$ cat config.mk
export PLATFORM = sky130hd
export DESIGN_NAME = hazard_ctrl
export DESIGN_NICKNAME = d
export VERILOG_FILES = /design/src/rtl/hazard_ctrl.sv
export SDC_FILE = /design/constraint.sdc
export NUM_CORES = 1
export LEC_CHECK = 0
export ABC_AREA = 1
export BUFFER_PORTS_ARGS = -buffer_cell sky130_fd_sc_hd__clkbuf_2
export CAP_MARGIN = 30
export CORE_ASPECT_RATIO = 0.75
export CORE_MARGIN = 8
export CORE_UTILIZATION = 28
export CTS_CLUSTER_DIAMETER = 100
export DETAILED_ROUTE_END_ITERATION = 12
export GPL_ROUTABILITY_DRIVEN = 0
export SLEW_MARGIN = 30
export SYNTH_ARGS = -nofsm -noshare
export SYNTH_HDL_FRONTEND = slang
export SYNTH_SLANG_ARGS = --single-unit
$ cat constraint.sdc
create_clock -name clk -period 2.03 [get_ports clk]
set_input_delay 0.406 -clock clk [delete_from_list [all_inputs] [get_ports clk]]
set_output_delay 0.406 -clock clk [all_outputs]
set_load 0.01 [all_outputs]
$ cat src/rtl/hazard_ctrl.sv
// -----------------------------------------------------------------------------
// hazard_ctrl
// -----------------------------------------------------------------------------
// Pipeline hazard controller for a five-stage pipeline.
// It detects these conditions:
//   - load-use hazards between the EX load and the ID sources,
//   - flag-use hazards between an EX flag-setter and an ID B.cond,
//   - taken branches that resolve in EX,
//   - data-memory busy cycles.
// It drives the stage enables, the flush controls and the bubble controls in
// the same cycle.
//
// Ports:
//   clk            in   1   rising-edge clock
//   reset          in   1   synchronous, active-low (0 = reset)
//   RnID, RmID     in   5   source registers of the ID instruction
//   useRmID        in   1   ID instruction reads Rm
//   RdEXout        in   5   destination register of the EX instruction
//   MemReadEXout   in   1   EX instruction is a load
//   flagSetEX      in   1   EX instruction sets flags
//   condBrID       in   1   ID instruction is B.cond
//   branchTakenEX  in   1   branch resolved taken in EX
//   memBusy        in   1   data memory not ready
//   pcWrite        out  1   PC enable
//   ifidWrite      out  1   IF/ID enable
//   pipeAdvance    out  1   enable for the ID/EX stage and later stages
//   ifidFlush      out  1   squash IF/ID
//   idexBubble     out  1   inject NOP into ID/EX
//   ctrlState      out  2   FSM state (RUN=00, LDSTALL=01, FLUSH=10, MEMWAIT=11)
//   memTimeout     out  1   sticky; set after 255 busy MEMWAIT cycles
//   stallCount     out 16   saturating count of cycles with pcWrite=0
//
// Optional feature:
//   HAZARD_STALL_CNT_EN  Define this macro to build the stall-cycle counter.
//                        When it is undefined, stallCount is tied to zero.
// -----------------------------------------------------------------------------
module hazard_ctrl (
  input  logic        clk,
  input  logic        reset,
  input  logic [4:0]  RnID,
  input  logic [4:0]  RmID,
  input  logic        useRmID,
  input  logic [4:0]  RdEXout,
  input  logic        MemReadEXout,
  input  logic        flagSetEX,
  input  logic        condBrID,
  input  logic        branchTakenEX,
  input  logic        memBusy,
  output logic        pcWrite,
  output logic        ifidWrite,
  output logic        pipeAdvance,
  output logic        ifidFlush,
  output logic        idexBubble,
  output logic [1:0]  ctrlState,
  output logic        memTimeout,
  output logic [15:0] stallCount
);

  typedef enum logic [1:0] {
    RUN     = 2'b00,
    LDSTALL = 2'b01,
    FLUSH   = 2'b10,
    MEMWAIT = 2'b11
  } state_t;

  state_t     state_q, state_d;
  logic [7:0] wait_cnt_q, wait_cnt_d;
  logic       mem_timeout_q, mem_timeout_d;
  logic [7:0] wait_cnt_inc;
  logic       load_use;
  logic       flag_use;

  // X31 is the zero register, so a write to it never creates a dependency.
  assign load_use = MemReadEXout && (RdEXout != 5'd31) &&
                    ((RdEXout == RnID) || (useRmID && (RdEXout == RmID)));
  assign flag_use = flagSetEX && condBrID;

  // The wait counter saturates at 255.
  assign wait_cnt_inc = (wait_cnt_q == 8'hFF) ? 8'hFF : wait_cnt_q + 8'd1;

  always_comb begin
    state_d       = state_q;
    wait_cnt_d    = wait_cnt_q;
    mem_timeout_d = mem_timeout_q;
    pcWrite       = 1'b1;
    ifidWrite     = 1'b1;
    pipeAdvance   = 1'b1;
    ifidFlush     = 1'b0;
    idexBubble    = 1'b0;

    if (!reset) begin
      // While reset is held, the pipeline is frozen whatever the other inputs are.
      pcWrite       = 1'b0;
      ifidWrite     = 1'b0;
      pipeAdvance   = 1'b0;
      state_d       = RUN;
      wait_cnt_d    = 8'd0;
      mem_timeout_d = 1'b0;
    end else if (memBusy) begin
      // memBusy has the highest priority. The whole pipeline freezes and no
      // flush or bubble is issued, so the frozen instructions survive.
      pcWrite     = 1'b0;
      ifidWrite   = 1'b0;
      pipeAdvance = 1'b0;
      state_d     = MEMWAIT;
      if (state_q != MEMWAIT) begin
        wait_cnt_d = 8'd0;
      end else begin
        wait_cnt_d = wait_cnt_inc;
        if (wait_cnt_inc == 8'hFF) begin
          mem_timeout_d = 1'b1;
        end
      end
    end else begin
      unique case (state_q)
        RUN: begin
          if (branchTakenEX) begin
            // The branch takes priority over a coincident load-use hazard,
            // because the dependent instruction in ID is squashed anyway.
            ifidFlush  = 1'b1;
            idexBubble = 1'b1;
            state_d    = FLUSH;
          end else if (load_use || flag_use) begin
            pcWrite    = 1'b0;
            ifidWrite  = 1'b0;
            idexBubble = 1'b1;
            state_d    = LDSTALL;
          end
        end
        // EX holds a bubble after LDSTALL and FLUSH, so any hazard inputs seen
        // there are stale. Advance normally. After MEMWAIT, the frozen EX
        // instruction is re-evaluated in RUN on the next cycle.
        LDSTALL, FLUSH, MEMWAIT: begin
          state_d = RUN;
        end
        default: begin
          state_d = RUN;
        end
      endcase
    end
  end

  always_ff @(posedge clk) begin
    if (!reset) begin
      state_q       <= RUN;
      wait_cnt_q    <= 8'd0;
      mem_timeout_q <= 1'b0;
    end else begin
      state_q       <= state_d;
      wait_cnt_q    <= wait_cnt_d;
      mem_timeout_q <= mem_timeout_d;
    end
  end

  assign ctrlState  = state_q;
  assign memTimeout = mem_timeout_q;

`ifdef HAZARD_STALL_CNT_EN
  logic [15:0] stall_cnt_q, stall_cnt_d;

  always_comb begin
    stall_cnt_d = stall_cnt_q;
    if (!pcWrite && (stall_cnt_q != 16'hFFFF)) begin
      stall_cnt_d = stall_cnt_q + 16'd1;
    end
  end

  always_ff @(posedge clk) begin
    if (!reset) begin
      stall_cnt_q <= 16'd0;
    end else begin
      stall_cnt_q <= stall_cnt_d;
    end
  end

  assign stallCount = stall_cnt_q;
`else
  assign stallCount = 16'h0000;
`endif

endmodule

=== After elaboration in Yosys (flattened, before gate mapping) ===
Index checks and enable logic that the tools add are counted.

* Bits of input ports: 23
* Logic and storage cells: 46
* Flip-flop bits (word level): 11

* Equality and inequality tests: 10
* Bitwise gates (word level): 1
* Add/subtract/negate cells: 1
* Reduce and logical (&&, ||, !) cells: 9
* Mux-type cells: 22

{| class="wikitable"
|+ Operators with widths
! operator !! number
|-
| $eq 8x8->1 const B || 2
|-
| $mux 1 || 16
|-
| $mux 8 || 2
|-
| $eq 5x5->1 || 2
|-
| $add 8x1->8 const B || 1
|-
| $mux 2 || 3
|-
| $ne 5x5->1 const B || 1
|-
| $eq 2x2->1 const B || 2
|-
| $logic_and 1x1->1 || 4
|-
| $ne 4x4->1 const B || 1
|-
| $pmux 2 s2 || 1
|-
| $reduce_and 3->1 || 1
|-
| $reduce_or 3->1 || 1
|-
| $eq 2x1->1 const B || 1
|-
| $logic_not 2->1 || 1
|-
| $logic_or 1x1->1 || 2
|-
| $ne 2x2->1 const B || 1
|-
| $not 1->1 || 1
|}

=== Logic depth before layout (Yosys ltp) ===
* Depth after elaboration: 10
* Mapped depth: 10

=== Least setup slack after synthesis ===
OpenSTA, ideal clock, no wires.

* Path kind: input-to-output
* From: input RdEXout[1]
* To: output pcWrite
* Data arrival time: 1.239 ns
* Cell stages on the path: 10
* Buffers on the path: 1
* Slack: 0.385 ns
* Cell sequence: inv_1 -> nand2_1 -> nand2_1 -> nor2_1 -> nand3_1 -> nand2_1 -> nand2_1 -> nand2_1 -> a21oi_1 -> buf_4

* Cells in the longest elaborated chain, start to end: 10
* Elaborated cells on any way between the ends: 13
* Those cells by class: 3 x eq/ne; 5 x mux; 5 x reduce/logical

{| class="wikitable"
|+ Ends and longest elaborated chain
! what !! RTL line !! source
|-
| start: declaration || 43 || <nowiki>input logic [4:0] RdEXout,</nowiki>
|-
| $eq 5x5->1 || 75 || <nowiki>((RdEXout == RnID) || (useRmID && (RdEXout == RmID)));</nowiki>
|-
| $logic_and 1x1->1 || 75 ||
|-
| $logic_or 1x1->1 || 75 ||
|-
| $logic_and 1x1->1 (*) || 74 || <nowiki>assign load_use = MemReadEXout && (RdEXout != 5'd31) &&</nowiki>
|-
| $logic_or 1x1->1 (*) || 123 || <nowiki>end else if (load_use || flag_use) begin</nowiki>
|-
| $mux 1 (*) (5 in series) || -- ||
|-
| end: declaration || 49 || <nowiki>output logic pcWrite,</nowiki>
|}

Mark *: on every way between the ends. The rest lies on a longest branch, timed or not.

=== Final worst setup path ===
* From: input RdEXout[4]
* To: output idexBubble

* Cells in the longest elaborated chain, start to end: 10
* Elaborated cells on any way between the ends: 13
* Those cells by class: 3 x eq/ne; 5 x mux; 5 x reduce/logical

{| class="wikitable"
|+ Ends and longest elaborated chain
! what !! RTL line !! source
|-
| $eq 5x5->1 || 75 ||
|-
| $logic_and 1x1->1 || 75 ||
|-
| $logic_or 1x1->1 || 75 ||
|-
| $logic_and 1x1->1 (*) || 74 ||
|-
| $logic_or 1x1->1 (*) || 123 ||
|-
| $mux 1 (*) || 123 ||
|-
| $mux 1 (*) || 117 || <nowiki>if (branchTakenEX) begin</nowiki>
|-
| $mux 1 (*) || 115 || <nowiki>unique case (state_q)</nowiki>
|-
| $mux 1 (*) || 99 || <nowiki>end else if (memBusy) begin</nowiki>
|-
| $mux 1 (*) || 91 || <nowiki>if (!reset) begin</nowiki>
|-
| end: declaration || 53 || <nowiki>output logic idexBubble,</nowiki>
|}

Marks and branches as above.

==> results.cfg <==
[finish]
area_delta_synth_final_pct = 18.9
layout-drive-gt1-share = 0.216
nets = 233
fill_cells = 373
n_antenna_cell = 0
fin_area_um2 = 1190

[timing]
setup_viol = 0
min_period_ns = 1.83
clock.fmax_ghz = 0.546
rsz0062_at_grt = false
drv_slew = 0
skew_ns = 0.00200
timing.final.crit_share = 0.902
tns_ns = 0
hold_viol_final = 0

[status]
status = finished, final reports clean

[clocking]
clk_latency_ns = 0.24
numCtsBuffers = 3
post_cts_resized = 0
htree_levels = 1
clockBufferDepth = 2
post_cts_buffers = 0
hold_buffers = 0
cts_sinks = 11
cts_tree = yes
cts-root-buf = clkbuf_8
clkTransAtPathRegs_ns = 0.05

[power_and_ir_drop]
p_int_mw = 0.400
p_comb_frac = 0.205
swShare = 0.286
p_per_area_nw_per_um2 = 470
ir_drop_uv = 206
p_seq_frac = 0.398
pwr-share-clk = 0.397
p_sw_mw = 0.160
power.static_leakage_nw = 0.679

[floorplanning]
start_util = 0.299
fp-row-count = 18
fp.coreArea_um2 = 3360
num_io_pins = 47
fp.dieW_um = 85.1
die_area_um2 = 5770
dieHeight_um = 67.8

[synthesis]
synth.avg_cell_area_um2 = 5.76
syn_area_um2 = 1000
synth_seq_cells = 11
synthTopCellsByArea = dfxtp_1 (22%), nand2_1 (19%), buf_4 (13%), inv_1 (11%), nand3_1 (8.0%)
netlist_instances = 174
ys_types = 22
ys_seq_area_frac = 0.220
synth_area_leader_cell = dfxtp_1
yosys_warnings = 0
synth_top_area_share = 0.220

[setup_path]
cp-start-kind = input pin
required_ns = 1.62
cpMaxStageDelayCell = nor2_1
critical_path_class = input pin to output pin
crit_fanout = 3
crit_path_cell_trace = clkbuf_2 -> inv_1 -> nand2_1 -> nand2_1 -> nor2_1 -> nand3_1 -> nand2_1 -> nand2_1 -> nand2_1 -> nand3_1 -> nand2_1 -> clkbuf_2
path_common_cell = nand2_1
crit_path_max_incr_delay_ns = 0.14
critPathArrivalTime_ns = 1.43
end_kind = output pin

[detailed_routing]
wl_per_cell_um = 10.7
drt_pass1_iterations = 4
wirelength_um = 2650
vias_per_cell = 4.30
drtAntennaViolNets = 0
drc = 0
drt_iter0_drc = 90
vias = 1066

[global_route]
grt_max_degree = 9
grt_pass1_wl_um = 4440
antenna_found_initial = 0
grt_overflow = 0
grt_pass1_vias = 960
grtUsageTotal = 0.0942

[flow_run]
cap_violations = 0

[place]
io_buffer_count = 30
hpwlAfterDp_um = 2240
place_area_um2 = 1150

[worst_hold_path]
hp-class = input pin to flop
placed cells by master (no fill, tap or decap), drive strengths merged:
cell | netlist | layout
a21oi | 4 | 4
a32o | 1 | 1
buf | 17 | 2
clkbuf | 0 | 34
conb | 1 | 16
dfxtp | 11 | 11
ha | 1 | 1
inv | 32 | 32
nand2 | 53 | 53
nand3 | 16 | 16
nand4 | 1 | 1
nor2 | 24 | 24
o21a | 1 | 1
o21ai | 8 | 8
o22ai | 3 | 3
xnor2 | 1 | 1
per-stage QoR:
stage | hold slack, ns | util | setup WS, ns | std cells | total power, mW
floorplan | 0.476 | - | 0.385 | 189 | 0.315
detailed placement | 0.454 | 0.342 | 0.213 | 244 | 0.341
CTS | 0.446 | 0.355 | 0.201 | 248 | 0.568
finish | 0.457 | 0.355 | 0.198 | 248 | 0.560
global placement | 0.452 | 0.342 | 0.180 | 244 | 0.341
global route | 0.460 | 0.355 | 0.0550 | 248 | 0.602
cells in the mapped netlist, drive strengths merged:
cell type / count
a21oi: 4
dfxtp: 11
o21a: 1
nand2: 53
o22ai: 3
conb: 1
ha: 1
inv: 32
o21ai: 8
xnor2: 1
buf: 17
a32o: 1
nor2: 24
nand3: 16
nand4: 1
sequential cells by signal, indices dropped and copies added, names as in the netlist:
| signal | flops |
|---|---|
| ctrlState | 2 |
| memTimeout | 1 |
| wait_cnt_q | 8 |
final timing paths:
path	cells past startpoint	slack, ns	start	endpoint
max	12	0.20	RdEXout[4]	idexBubble
min	3	0.46	branchTakenEX	ctrlState[1]$_SDFFE_PN0P_
min reg2reg	2	0.46	memTimeout$_SDFFE_PN0P_	memTimeout$_SDFFE_PN0P_
max reg2reg	9	0.60	wait_cnt_q[1]$_SDFFE_PN0P_	memTimeout$_SDFFE_PN0P_
power groups by stage:
stage	logic, mW	clock network [mW]	registers [mW]
after floorplan	0.0867	0	0.228
after global placement	0.114	0	0.227
after detailed placement	0.113	0	0.227
after CTS	0.114	0.231	0.223
after global routing	0.132	0.247	0.223
final	0.115	0.222	0.223
area by class of cell:
type	instances	area, um2	share of cell area
Inverter	32	120	0.101
Clock buffer	4	45.0	0.0378
Timing Repair Buffer	32	165	0.139
Tap cell	40	50.0	0.0420
Multi-Input combinational cell	129	591	0.496
Sequential cell	11	220	0.185
critical path: cells and delay by family:
family | cells | cell delay, ns
buffers and inverters | 3 | 0.31
and+or+nand+nor | 9 | 0.71
routing by layer:
metal,wire [um],part of all wire,GRT usage
met1,1170,0.44,0.126
met2,1210,0.46,0.147
met5,0,0,0
met3,255,0.096,0.0275
met4,16,0.0060,0.0221
logic make-up (layout without fill, tap and decap cells):
family / after synthesis / in the layout / synth area share
buf+inv: 49 / 68 / 0.247
compound gates: 17 / 17 / 0.104
other cells: 1 / 16 / 0.00374
fa+ha+maj: 1 / 1 / 0.0125
flops: 11 / 11 / 0.220
simple gates: 94 / 94 / 0.404
xor+xnor: 1 / 1 / 0.00874
Power figures use the tool's default switching activity.
